<file path="src/rtl/uart_tx_arbiter_if.sv">
// Bundle between the requesters/UART transmitter and the round-robin UART TX arbiter.
// The arbiter side uses the master modport; requesters and the UART use the slave modport.
interface uart_tx_arbiter_if #(
    parameter int NUM_REQ   = 4,
    parameter int DATA_SIZE = 8
);
    localparam int ID_W = (NUM_REQ > 1) ? $clog2(NUM_REQ) : 1;

    // Handshakes: req[i] is held until ack[i] pulses for one cycle;
    // tx_on is held with tx_data stable until tx_data_seen is sampled 1 (or the wait times out).
    logic                          arb_en;
    logic [NUM_REQ-1:0]            req;
    logic [NUM_REQ*DATA_SIZE-1:0]  req_data;
    logic [NUM_REQ-1:0]            ack;
    logic                          grant_valid;
    logic [ID_W-1:0]               grant_id;
    logic                          tx_on;
    logic [DATA_SIZE-1:0]          tx_data;
    logic                          tx_busy;
    logic                          tx_data_seen;
    logic                          timeout_err;
    logic [1:0]                    fsm_state;

    modport master (
        input  arb_en, req, req_data, tx_busy, tx_data_seen,
        output ack, grant_valid, grant_id, tx_on, tx_data, timeout_err, fsm_state
    );

    modport slave (
        output arb_en, req, req_data, tx_busy, tx_data_seen,
        input  ack, grant_valid, grant_id, tx_on, tx_data, timeout_err, fsm_state
    );
endinterface

</file>
<file path="src/rtl/uart_tx_arbiter.sv">
// Round-robin arbiter sharing one UART transmitter between NUM_REQ byte requesters.
// All outputs come straight from flops; fsm_state exposes IDLE=0, ISSUE=1, WAIT_DONE=2.
module uart_tx_arbiter #(
    parameter int NUM_REQ   = 4,
    parameter int DATA_SIZE = 8,
    parameter int TIMEOUT   = 64
) (
    input  logic                  clk,
    input  logic                  rst,
    uart_tx_arbiter_if.master     bus
);
    localparam int ID_W  = (NUM_REQ > 1) ? $clog2(NUM_REQ) : 1;
    localparam int CNT_W = (TIMEOUT > 1) ? $clog2(TIMEOUT) : 1;
    localparam logic [CNT_W-1:0] TMO_LAST = CNT_W'(TIMEOUT - 1);
    localparam logic [ID_W-1:0]  LAST_ID  = ID_W'(NUM_REQ - 1);

    typedef enum logic [1:0] {
        IDLE      = 2'd0,
        ISSUE     = 2'd1,
        WAIT_DONE = 2'd2
    } state_t;

    state_t               state_q, state_d;
    logic [ID_W-1:0]      rr_ptr_q, rr_ptr_d;
    logic                 tx_on_q, tx_on_d;
    logic [DATA_SIZE-1:0] tx_data_q, tx_data_d;
    logic [NUM_REQ-1:0]   ack_q, ack_d;
    logic                 grant_valid_q, grant_valid_d;
    logic [ID_W-1:0]      grant_id_q, grant_id_d;
    logic                 timeout_err_q, timeout_err_d;
    logic [CNT_W-1:0]     tmo_cnt_q, tmo_cnt_d;
    logic                 wait_min_q, wait_min_d;

    logic [DATA_SIZE-1:0] req_bytes [NUM_REQ];
    logic                 found;
    logic [ID_W-1:0]      winner;
    logic [ID_W-1:0]      next_ptr;

    always_comb begin
        for (int i = 0; i < NUM_REQ; i++) begin
            req_bytes[i] = bus.req_data[i*DATA_SIZE +: DATA_SIZE];
        end
    end

    // First set request at or above rr_ptr, wrapping past the top index.
    always_comb begin
        found  = 1'b0;
        winner = '0;
        for (int k = 0; k < NUM_REQ; k++) begin
            if (!found && bus.req[ID_W'((int'(rr_ptr_q) + k) % NUM_REQ)]) begin
                found  = 1'b1;
                winner = ID_W'((int'(rr_ptr_q) + k) % NUM_REQ);
            end
        end
        next_ptr = (winner == LAST_ID) ? '0 : winner + ID_W'(1);
    end

    always_comb begin
        state_d       = state_q;
        rr_ptr_d      = rr_ptr_q;
        tx_on_d       = tx_on_q;
        tx_data_d     = tx_data_q;
        ack_d         = '0;
        grant_valid_d = grant_valid_q;
        grant_id_d    = grant_id_q;
        timeout_err_d = 1'b0;
        tmo_cnt_d     = tmo_cnt_q;
        wait_min_d    = wait_min_q;

        case (state_q)
            IDLE: begin
                grant_valid_d = 1'b0;
                tx_on_d       = 1'b0;
                if (bus.arb_en && !bus.tx_busy && found) begin
                    state_d       = ISSUE;
                    tx_on_d       = 1'b1;
                    tx_data_d     = req_bytes[winner];
                    grant_id_d    = winner;
                    grant_valid_d = 1'b1;
                    rr_ptr_d      = next_ptr;
                    tmo_cnt_d     = '0;
                end
            end

            // data_seen is tested first so it wins a tie with the timeout.
            ISSUE: begin
                if (bus.tx_data_seen) begin
                    state_d           = WAIT_DONE;
                    tx_on_d           = 1'b0;
                    ack_d[grant_id_q] = 1'b1;
                    wait_min_d        = 1'b0;
                end else if (tmo_cnt_q == TMO_LAST) begin
                    state_d       = IDLE;
                    tx_on_d       = 1'b0;
                    timeout_err_d = 1'b1;
                    grant_valid_d = 1'b0;
                end else begin
                    tmo_cnt_d = tmo_cnt_q + CNT_W'(1);
                end
            end

            // The first WAIT_DONE cycle never exits, giving the UART time to raise tx_busy.
            WAIT_DONE: begin
                if (!wait_min_q) begin
                    wait_min_d = 1'b1;
                end else if (!bus.tx_busy) begin
                    state_d       = IDLE;
                    grant_valid_d = 1'b0;
                end
            end

            default: begin
                state_d       = IDLE;
                tx_on_d       = 1'b0;
                grant_valid_d = 1'b0;
            end
        endcase
    end

    always_ff @(posedge clk) begin
        if (rst) begin
            state_q       <= IDLE;
            rr_ptr_q      <= '0;
            tx_on_q       <= 1'b0;
            tx_data_q     <= '0;
            ack_q         <= '0;
            grant_valid_q <= 1'b0;
            grant_id_q    <= '0;
            timeout_err_q <= 1'b0;
            tmo_cnt_q     <= '0;
            wait_min_q    <= 1'b0;
        end else begin
            state_q       <= state_d;
            rr_ptr_q      <= rr_ptr_d;
            tx_on_q       <= tx_on_d;
            tx_data_q     <= tx_data_d;
            ack_q         <= ack_d;
            grant_valid_q <= grant_valid_d;
            grant_id_q    <= grant_id_d;
            timeout_err_q <= timeout_err_d;
            tmo_cnt_q     <= tmo_cnt_d;
            wait_min_q    <= wait_min_d;
        end
    end

    always_ff @(posedge clk) begin
        if (!rst) begin
            assert ($onehot0(ack_q) && !((|ack_q) && timeout_err_q));
        end
    end

    assign bus.ack         = ack_q;
    assign bus.grant_valid = grant_valid_q;
    assign bus.grant_id    = grant_id_q;
    assign bus.tx_on       = tx_on_q;
    assign bus.tx_data     = tx_data_q;
    assign bus.timeout_err = timeout_err_q;
    assign bus.fsm_state   = state_q;
endmodule

</file>
<file path="src/flat_wrapper.sv">
// flat-port wrapper written by rule: the top's interface ports become plain ports
module uart_tx_arbiter_flat 
#(
    parameter int NUM_REQ   = 4,
    parameter int DATA_SIZE = 8,
    parameter int TIMEOUT   = 64
)
  (clk, rst, bus_arb_en, bus_req, bus_req_data, bus_tx_busy, bus_tx_data_seen, bus_ack, bus_grant_valid, bus_grant_id, bus_tx_on, bus_tx_data, bus_timeout_err, bus_fsm_state);
  uart_tx_arbiter_if #(.NUM_REQ(NUM_REQ), .DATA_SIZE(DATA_SIZE)) bus_i ();
  input  logic clk;
  input  logic rst;
  input wire logic [$bits(bus_i.arb_en)-1:0] bus_arb_en;
  input wire logic [$bits(bus_i.req)-1:0] bus_req;
  input wire logic [$bits(bus_i.req_data)-1:0] bus_req_data;
  input wire logic [$bits(bus_i.tx_busy)-1:0] bus_tx_busy;
  input wire logic [$bits(bus_i.tx_data_seen)-1:0] bus_tx_data_seen;
  output wire logic [$bits(bus_i.ack)-1:0] bus_ack;
  output wire logic [$bits(bus_i.grant_valid)-1:0] bus_grant_valid;
  output wire logic [$bits(bus_i.grant_id)-1:0] bus_grant_id;
  output wire logic [$bits(bus_i.tx_on)-1:0] bus_tx_on;
  output wire logic [$bits(bus_i.tx_data)-1:0] bus_tx_data;
  output wire logic [$bits(bus_i.timeout_err)-1:0] bus_timeout_err;
  output wire logic [$bits(bus_i.fsm_state)-1:0] bus_fsm_state;
  assign bus_i.arb_en = bus_arb_en;
  assign bus_i.req = bus_req;
  assign bus_i.req_data = bus_req_data;
  assign bus_i.tx_busy = bus_tx_busy;
  assign bus_i.tx_data_seen = bus_tx_data_seen;
  assign bus_ack = bus_i.ack;
  assign bus_grant_valid = bus_i.grant_valid;
  assign bus_grant_id = bus_i.grant_id;
  assign bus_tx_on = bus_i.tx_on;
  assign bus_tx_data = bus_i.tx_data;
  assign bus_timeout_err = bus_i.timeout_err;
  assign bus_fsm_state = bus_i.fsm_state;
  uart_tx_arbiter #(.NUM_REQ(NUM_REQ), .DATA_SIZE(DATA_SIZE), .TIMEOUT(TIMEOUT)) u_core (.clk(clk), .rst(rst), .bus(bus_i));
endmodule
</file>
<file path="config.mk">
export PLATFORM = sky130hd
export DESIGN_NAME = uart_tx_arbiter_flat
export DESIGN_NICKNAME = d
export VERILOG_FILES = /design/src/rtl/uart_tx_arbiter_if.sv /design/src/rtl/uart_tx_arbiter.sv /design/src/flat_wrapper.sv
export SDC_FILE = /design/constraint.sdc
export NUM_CORES = 1
export LEC_CHECK = 0
export ABC_AREA = 1
export CORE_MARGIN = 4
export CORE_UTILIZATION = 46
export CTS_CLUSTER_DIAMETER = 150
export DETAILED_ROUTE_END_ITERATION = 10
export GPL_ROUTABILITY_DRIVEN = 0
export PLACE_DENSITY = 0.77
export SLEW_MARGIN = 20
export SYNTH_ARGS = -nofsm -noshare
export SYNTH_HDL_FRONTEND = slang
export SYNTH_SLANG_ARGS = --single-unit
</file>
<file path="constraint.sdc">
create_clock -name clk -period 2.15 [get_ports clk]
set_input_delay 0.215 -clock clk [delete_from_list [all_inputs] [get_ports clk]]
set_output_delay 0.215 -clock clk [all_outputs]
set_load 0.1 [all_outputs]
</file>
Word level (Yosys, flattened, before mapping)
Index checks and enable logic that the tools add are counted.
{"block": "classes", "addsub": 5, "n_lt_le_gt_ge": 7, "eq_ne": 12, "muxes": 47, "bitwise_logic": 4, "n_reduce_logical": 21}
{"op": "$mux 1", "n": 21}
{"op": "$mux 2", "n": 10}
{"op": "$mux 6", "n": 3}
{"op": "$bmux 8 s2", "n": 1}
{"op": "$lt 2x4->1 const B", "n": 4}
{"op": "$mux 8", "n": 2}
{"op": "$pmux 6 s2", "n": 1}
{"op": "$reduce_and 4->1", "n": 3}
{"op": "$bmux 1 s2", "n": 4}
{"op": "$ne 2x2->1 const B", "n": 4}
{"op": "$add 6x1->6 const B", "n": 1}
{"op": "$eq 6x6->1 const B", "n": 1}
{"op": "$logic_and 1x1->1", "n": 6}
{"op": "$ne 2x1->1 const B", "n": 3}
{"op": "$pmux 1 s3", "n": 2}
{"op": "$pmux 2 s3", "n": 1}
{"op": "$reduce_and 2->1", "n": 3}
{"op": "$reduce_or 3->1", "n": 2}
{"op": "$add 2x1->2 const B", "n": 2}
{"op": "$add 2x2->2 const B", "n": 2}
{"op": "$eq 2x2->1 const B", "n": 2}
{"op": "$logic_not 1->1", "n": 4}
{"op": "$reduce_bool 2->1", "n": 2}
{"op": "$ge 3x3->1 const B", "n": 1}
{"op": "other kinds (9)", "n": 11}
{"block": "word_totals", "register_bits": 28, "input_bits": 41, "out_inout_bits": 19}

Logic depth before layout (Yosys ltp)
{"block": "depth", "depth_word": 17, "depth_mapped": 16}

Worst setup path before layout
No wires, ideal clock.
{"block": "synth_timing", "path_kind": "register to register", "startpoint": "reg u_core.state_q[0], in the netlist u_core.bus.fsm_state[0]", "endpoint": "reg u_core.tmo_cnt_q[2]", "setup_ns": 0.119, "t_arrival_ns": 1.889, "t_required_ns": 2.031, "path_slack_ns": 0.142, "path_stages_with_launch": 10, "n_path_buf": 0, "period_less_slack_ns": 2.008, "path_cell_list": "dfxtp_1 > inv_1 > nor2_1 > nand2_1 > nor2_1 > inv_1 > nand2_2 > inv_2 > nor2_1 > nor3_2"}
{"block": "synth_between", "elab_chain_len": 3}
{"element": "start: declaration", "line_no": "uart_tx_arbiter.sv:23", "source": "state_t state_q, state_d;"}
{"element": "start signal: assignment", "line_no": "uart_tx_arbiter.sv:133", "source": "state_q <= state_d;"}
{"element": "$eq 2x1->1 / $logic_not 2->1 (equally long branches)", "line_no": "uart_tx_arbiter.sv:70", "source": "case (state_q)"}
{"element": "$ne 2x2->1 (no line) (tied with other cells)"}
{"element": "$reduce_and 4->1 (no line)"}
{"element": "end signal: assignment", "line_no": "uart_tx_arbiter.sv:141", "source": "tmo_cnt_q <= tmo_cnt_d;"}
{"element": "end: declaration", "line_no": "uart_tx_arbiter.sv:31", "source": "logic [CNT_W-1:0] tmo_cnt_q, tmo_cnt_d;"}
Parallel ways exist; a longest one is shown, timed or not.
A chain may end at the register's enable or synchronous reset.

Final worst setup path
{"block": "layout_timing", "startpoint": "reg u_core.rr_ptr_q[0]", "endpoint": "reg u_core.rr_ptr_q[1]"}
{"block": "layout_between", "elab_chain_len": 15}
{"element": "start: declaration", "line_no": "uart_tx_arbiter.sv:24", "source": "logic [ID_W-1:0] rr_ptr_q, rr_ptr_d;"}
{"element": "start signal: assignment", "line_no": "uart_tx_arbiter.sv:134", "source": "rr_ptr_q <= rr_ptr_d;"}
{"element": "branches (longest 15 deep; another with $add 2x1->2)"}
Several ways; the timed one is not identified. The select of a mux whose other input is x is not followed.

==> results_tabular.tex <==
\begin{tabular}{lr}
\hline
Metric & Value \\
\hline
\multicolumn{2}{l}{\textbf{Run status}} \\
Status & completed \\
\multicolumn{2}{l}{\textbf{Clock network}} \\
\# clock sinks & 28 \\
Reg clk slew, reported paths & 0.09 ns \\
Hold-fix buffer count after cts & 0 \\
H-tree depth reported by CTS & 1 \\
CTS Buf Count & 3 \\
Post-CTS repair timing setup buffer count & 0 \\
CTS Buffer Depth & 2 \\
Clock tree root driver cell & sky130\_fd\_sc\_hd\_\_clkbuf\_8 \\
Resized Gates After CTS & 0 \\
CTS tree & yes \\
Clk Latency, worst-skew pair & 0.27 ns \\
\multicolumn{2}{l}{\textbf{Timing}} \\
Fin Clk Skew & around 0.0040 ns \\
Fmax & 540.3 MHz \\
Transition time at the pin with the least slew margin & approximately 0.33 ns \\
Hold slack & $\sim$0.47 ns \\
Crit path time final & 1.851 ns \\
Final Max Tran Viols & 0 \\
Final Hold Fails & 0 \\
Total negative slack for setup checks & 0 ns \\
Setup violation total in the final timing report & 0 \\
Post-route clock period utilization & 86.08\% \\
Setup repair after global routing missed its margin & false \\
Remaining max-slew budget at the tightest pin & 78.17\% \\
Final WS setup & approximately 0.3 ns \\
\multicolumn{2}{l}{\textbf{Final layout}} \\
Share of the core filled with cells in the final layout & 65.51\% \\
Combined area of the multi-input logic cells & 954.7 µm² \\
Fill cell count & 358 \\
Antenna Diode Count & 0 \\
Area overhead of the layout relative to synthesis & 35.55\% \\
Fraction of layout cells with a size suffix above 1 & between 10\% and 20\% \\
Sequential Area & 561.8 µm² \\
Total Nets Final & between 300 and 400 \\
\multicolumn{2}{l}{\textbf{Logic synthesis}} \\
Post-synth net total & roughly 330 \\
Synthesized-area fraction occupied by ao, oa, aoi and oai cells & 7.815\% \\
Main combinational cell family by area after synthesis & simple AND/OR/NAND/NOR gates \\
Post-synthesis cell count & 284 \\
Mapped Area & around 0.0018 mm² \\
Part of the Yosys area used for sequential elements & 30.98\% \\
Adder-cell area share of the yosys netlist & less than 1\% \\
Multiplexer area fraction after synthesis & 0\% \\
Number of synthesized flops with an enable pin & 0 \\
Async S/R FF share, synth & 0\% \\
Share of the synthesized area in the top cell type & a little over 30\% \\
FF+latch count, synth & 28 \\
Synth top area cells & sky130\_fd\_sc\_hd\_\_dfxtp\_1 (31\%), sky130\_fd\_sc\_hd\_\_nand2\_1 (16\%), sky130\_fd\_sc\_hd\_\_inv\_1 (12\%), sky130\_fd\_sc\_hd\_\_nand3\_1 (10\%), sky130\_fd\_sc\_hd\_\_nand4\_1 (6.2\%) \\
Synth unique cells & 32 \\
Synth cell count leaders & sky130\_fd\_sc\_hd\_\_nand2\_1 (75), sky130\_fd\_sc\_hd\_\_inv\_1 (57), sky130\_fd\_sc\_hd\_\_nand3\_1 (36) \\
Per-instance average area after synthesis & 6.371 µm² \\
Area fraction in and, or, nand and nor cells after synthesis & 42.81\% \\
Number of warnings reported in the yosys synthesis log & 0 \\
Area share of xor/xnor cells in the synthesized design & between 1 and 1.5\% \\
Leading area contributor after synthesis & sky130\_fd\_sc\_hd\_\_dfxtp\_1 \\
Top-count cell post-synth & sky130\_fd\_sc\_hd\_\_nand2\_1 \\
Top flip-flop cell by instance count after synthesis & sky130\_fd\_sc\_hd\_\_dfxtp\_1 \\
\multicolumn{2}{l}{\textbf{Global routing}} \\
Vias in the first global route & 1,760 \\
Initial antenna violation count & 0 \\
Global-route met1 utilization & approximately 25\% \\
Met3 capacity usage during global routing & 2.983\% \\
All-layer global routing usage & 17.96\% \\
Most congested layer reported by global routing & met2 \\
GR Layer Usage met2 & between 20\% and 30\% \\
Global-route congestion overflow total & 0 \\
Largest net degree at the start of global routing & 18 \\
First-pass GRT wire length & 7.596 mm \\
\multicolumn{2}{l}{\textbf{Min path}} \\
Class of the tightest hold or removal check & register to register \\
Cells on Worst Hold Path & 2 \\
\multicolumn{2}{l}{\textbf{Floorplanning}} \\
DIE WIDTH & 70.72 µm \\
Die height & just over 70 µm \\
Number of ports placed on the die boundary & 60 \\
Initial cell density of the core & 48.33\% \\
Total die area & $\sim$0.005 mm² \\
Placement Rows & 22 \\
Floorplan Core Area & between 0.003 and 0.004 mm² \\
\multicolumn{2}{l}{\textbf{Power}} \\
Peak supply drop & between 0.5 and 0.6 mV \\
Power density relative to cell area & about 750 mW/mm² \\
Leakage power & roughly 1.2 nW \\
\multicolumn{2}{l}{\textbf{Routing}} \\
DR vias/cell & 4.865 \\
Final routed wire length divided by cell count & 11.51 µm \\
Routed Antenna Nets & 0 \\
Number of detailed-routing iterations run before antenna repair & 4 \\
Initial detailed-routing violation count & 189 \\
Total wire length after detailed routing & 4.512 mm \\
Via total after detailed routing & 1,907 \\
Remaining routing DRC violations & 0 \\
\multicolumn{2}{l}{\textbf{Setup path}} \\
Worst setup EP type & register \\
CP Data Arrival Time & 2.07 ns \\
Register-to-Register Path Depth & 11 \\
Classification of the worst setup path & register to register \\
Launching element type of the critical path & register \\
Critical path data required time & 2.37 ns \\
Highest fanout seen on the critical path & 17 \\
\multicolumn{2}{l}{\textbf{Run}} \\
Count of maximum capacitance violations & 0 \\
\multicolumn{2}{l}{\textbf{Placement}} \\
Port Buffer Count & 59 \\
Worst slack after detailed placement & 0.1174 ns \\
Detailed-placement wirelength estimate & between 3 and 4 mm \\
\hline
\end{tabular}
-- cell families (layout without fill, tap and decap cells) --
group                    count (synthesis)  in the layout
buffers and inverters                   70            130
flip-flops                              28             28
XOR/XNOR                                 3              3
AO/OA/AOI/OAI                           23             23
AND/OR/NAND/NOR                        159            159
adder cells (fa/ha/maj)                  1              1
-- routing by layer --
metal | wire, µm | up-vias
met2 | 1995 | 72
met4 | 41 | 0
met1 | 2161 | 806
met5 | 0 | -
li1 | - | 1024
met3 | 313 | 5
-- cell type report --
cell class,count,share of cell area (%)
clock buffers,4,2.245
flip-flops and latches,28,22.91
inverters,62,9.796
well taps,48,2.449
multi-input cells,186,38.93
repair buffers,64,23.67
-- cells in the final DEF (no fill, tap or decap), types with 2 or more instances in the layout --
master                             n
sky130_fd_sc_hd__nor2_1           13
sky130_fd_sc_hd__buf_4            24
sky130_fd_sc_hd__nand3_4           2
sky130_fd_sc_hd__nand2_1          75
sky130_fd_sc_hd__clkdlybuf4s50_1  40
sky130_fd_sc_hd__dfxtp_1          27
sky130_fd_sc_hd__nor3_1            4
sky130_fd_sc_hd__a21oi_1          11
sky130_fd_sc_hd__inv_2             2
sky130_fd_sc_hd__nand2_2           4
sky130_fd_sc_hd__xor2_1            2
sky130_fd_sc_hd__inv_1            57
sky130_fd_sc_hd__nand3_1          36
sky130_fd_sc_hd__o21a_1            8
sky130_fd_sc_hd__o22ai_1           2
sky130_fd_sc_hd__clkbuf_8          4
sky130_fd_sc_hd__nand4_1          18
-- path summary, 6_finish.rpt --
kind / from / endpoint / slack, ns
setup / recovery: u_core.rr_ptr_q[0] / u_core.rr_ptr_q[1] / 0.30
hold reg to reg: u_core.wait_min_q / u_core.wait_min_q / 0.47
hold / removal: u_core.wait_min_q / u_core.wait_min_q / 0.47
setup reg to reg: u_core.rr_ptr_q[0] / u_core.rr_ptr_q[1] / 0.30
-- per-stage QoR --
step                area, µm²  cells  power (mW)
floorplan                1809    284       1.308
global placement         2396    388       1.527
detailed placement       2396    388       1.530
CTS                      2451    392       1.848
global route             2452    392       1.973
finish                   2452    392       1.837
-- state kept, by name, indices dropped and copies added (netlist names) --
name and count:
u_core.bus.ack 4, u_core.bus.grant_id 2, u_core.bus.tx_data 8, u_core.bus.grant_valid 1, u_core.rr_ptr_q 2, u_core.wait_min_q 1
u_core.tmo_cnt_q 6, u_core.bus.tx_on 1, u_core.bus.timeout_err 1, u_core.bus.fsm_state 2
-- power by group --
| group | total (mW) | internal [mW] | switching [mW] | leakage, nW |
|---|---|---|---|---|
| Sequential | 0.589 | 0.556 | 0.0335 | 0.228 |
| Combinational | 0.936 | 0.306 | 0.630 | 0.985 |
| Clock | 0.312 | 0.164 | 0.148 | 0.0288 |
| Total | 1.84 | 1.03 | 0.812 | 1.24 |
-- critical path, cell delays in order, from the launching register on --
cell and delay, ns:
sky130_fd_sc_hd__dfxtp_2 0.47, sky130_fd_sc_hd__inv_6 0.08, sky130_fd_sc_hd__nand2_1 0.07, sky130_fd_sc_hd__nand2_1 0.07, sky130_fd_sc_hd__nor2_1 0.15, sky130_fd_sc_hd__nor2_1 0.09
sky130_fd_sc_hd__nand3_4 0.12, sky130_fd_sc_hd__nand4_4 0.17, sky130_fd_sc_hd__inv_4 0.21, sky130_fd_sc_hd__nand2_1 0.12, sky130_fd_sc_hd__nand3_1 0.11, sky130_fd_sc_hd__and2_1 0.13
No activity file was read; power rests on OpenSTA's default activity.
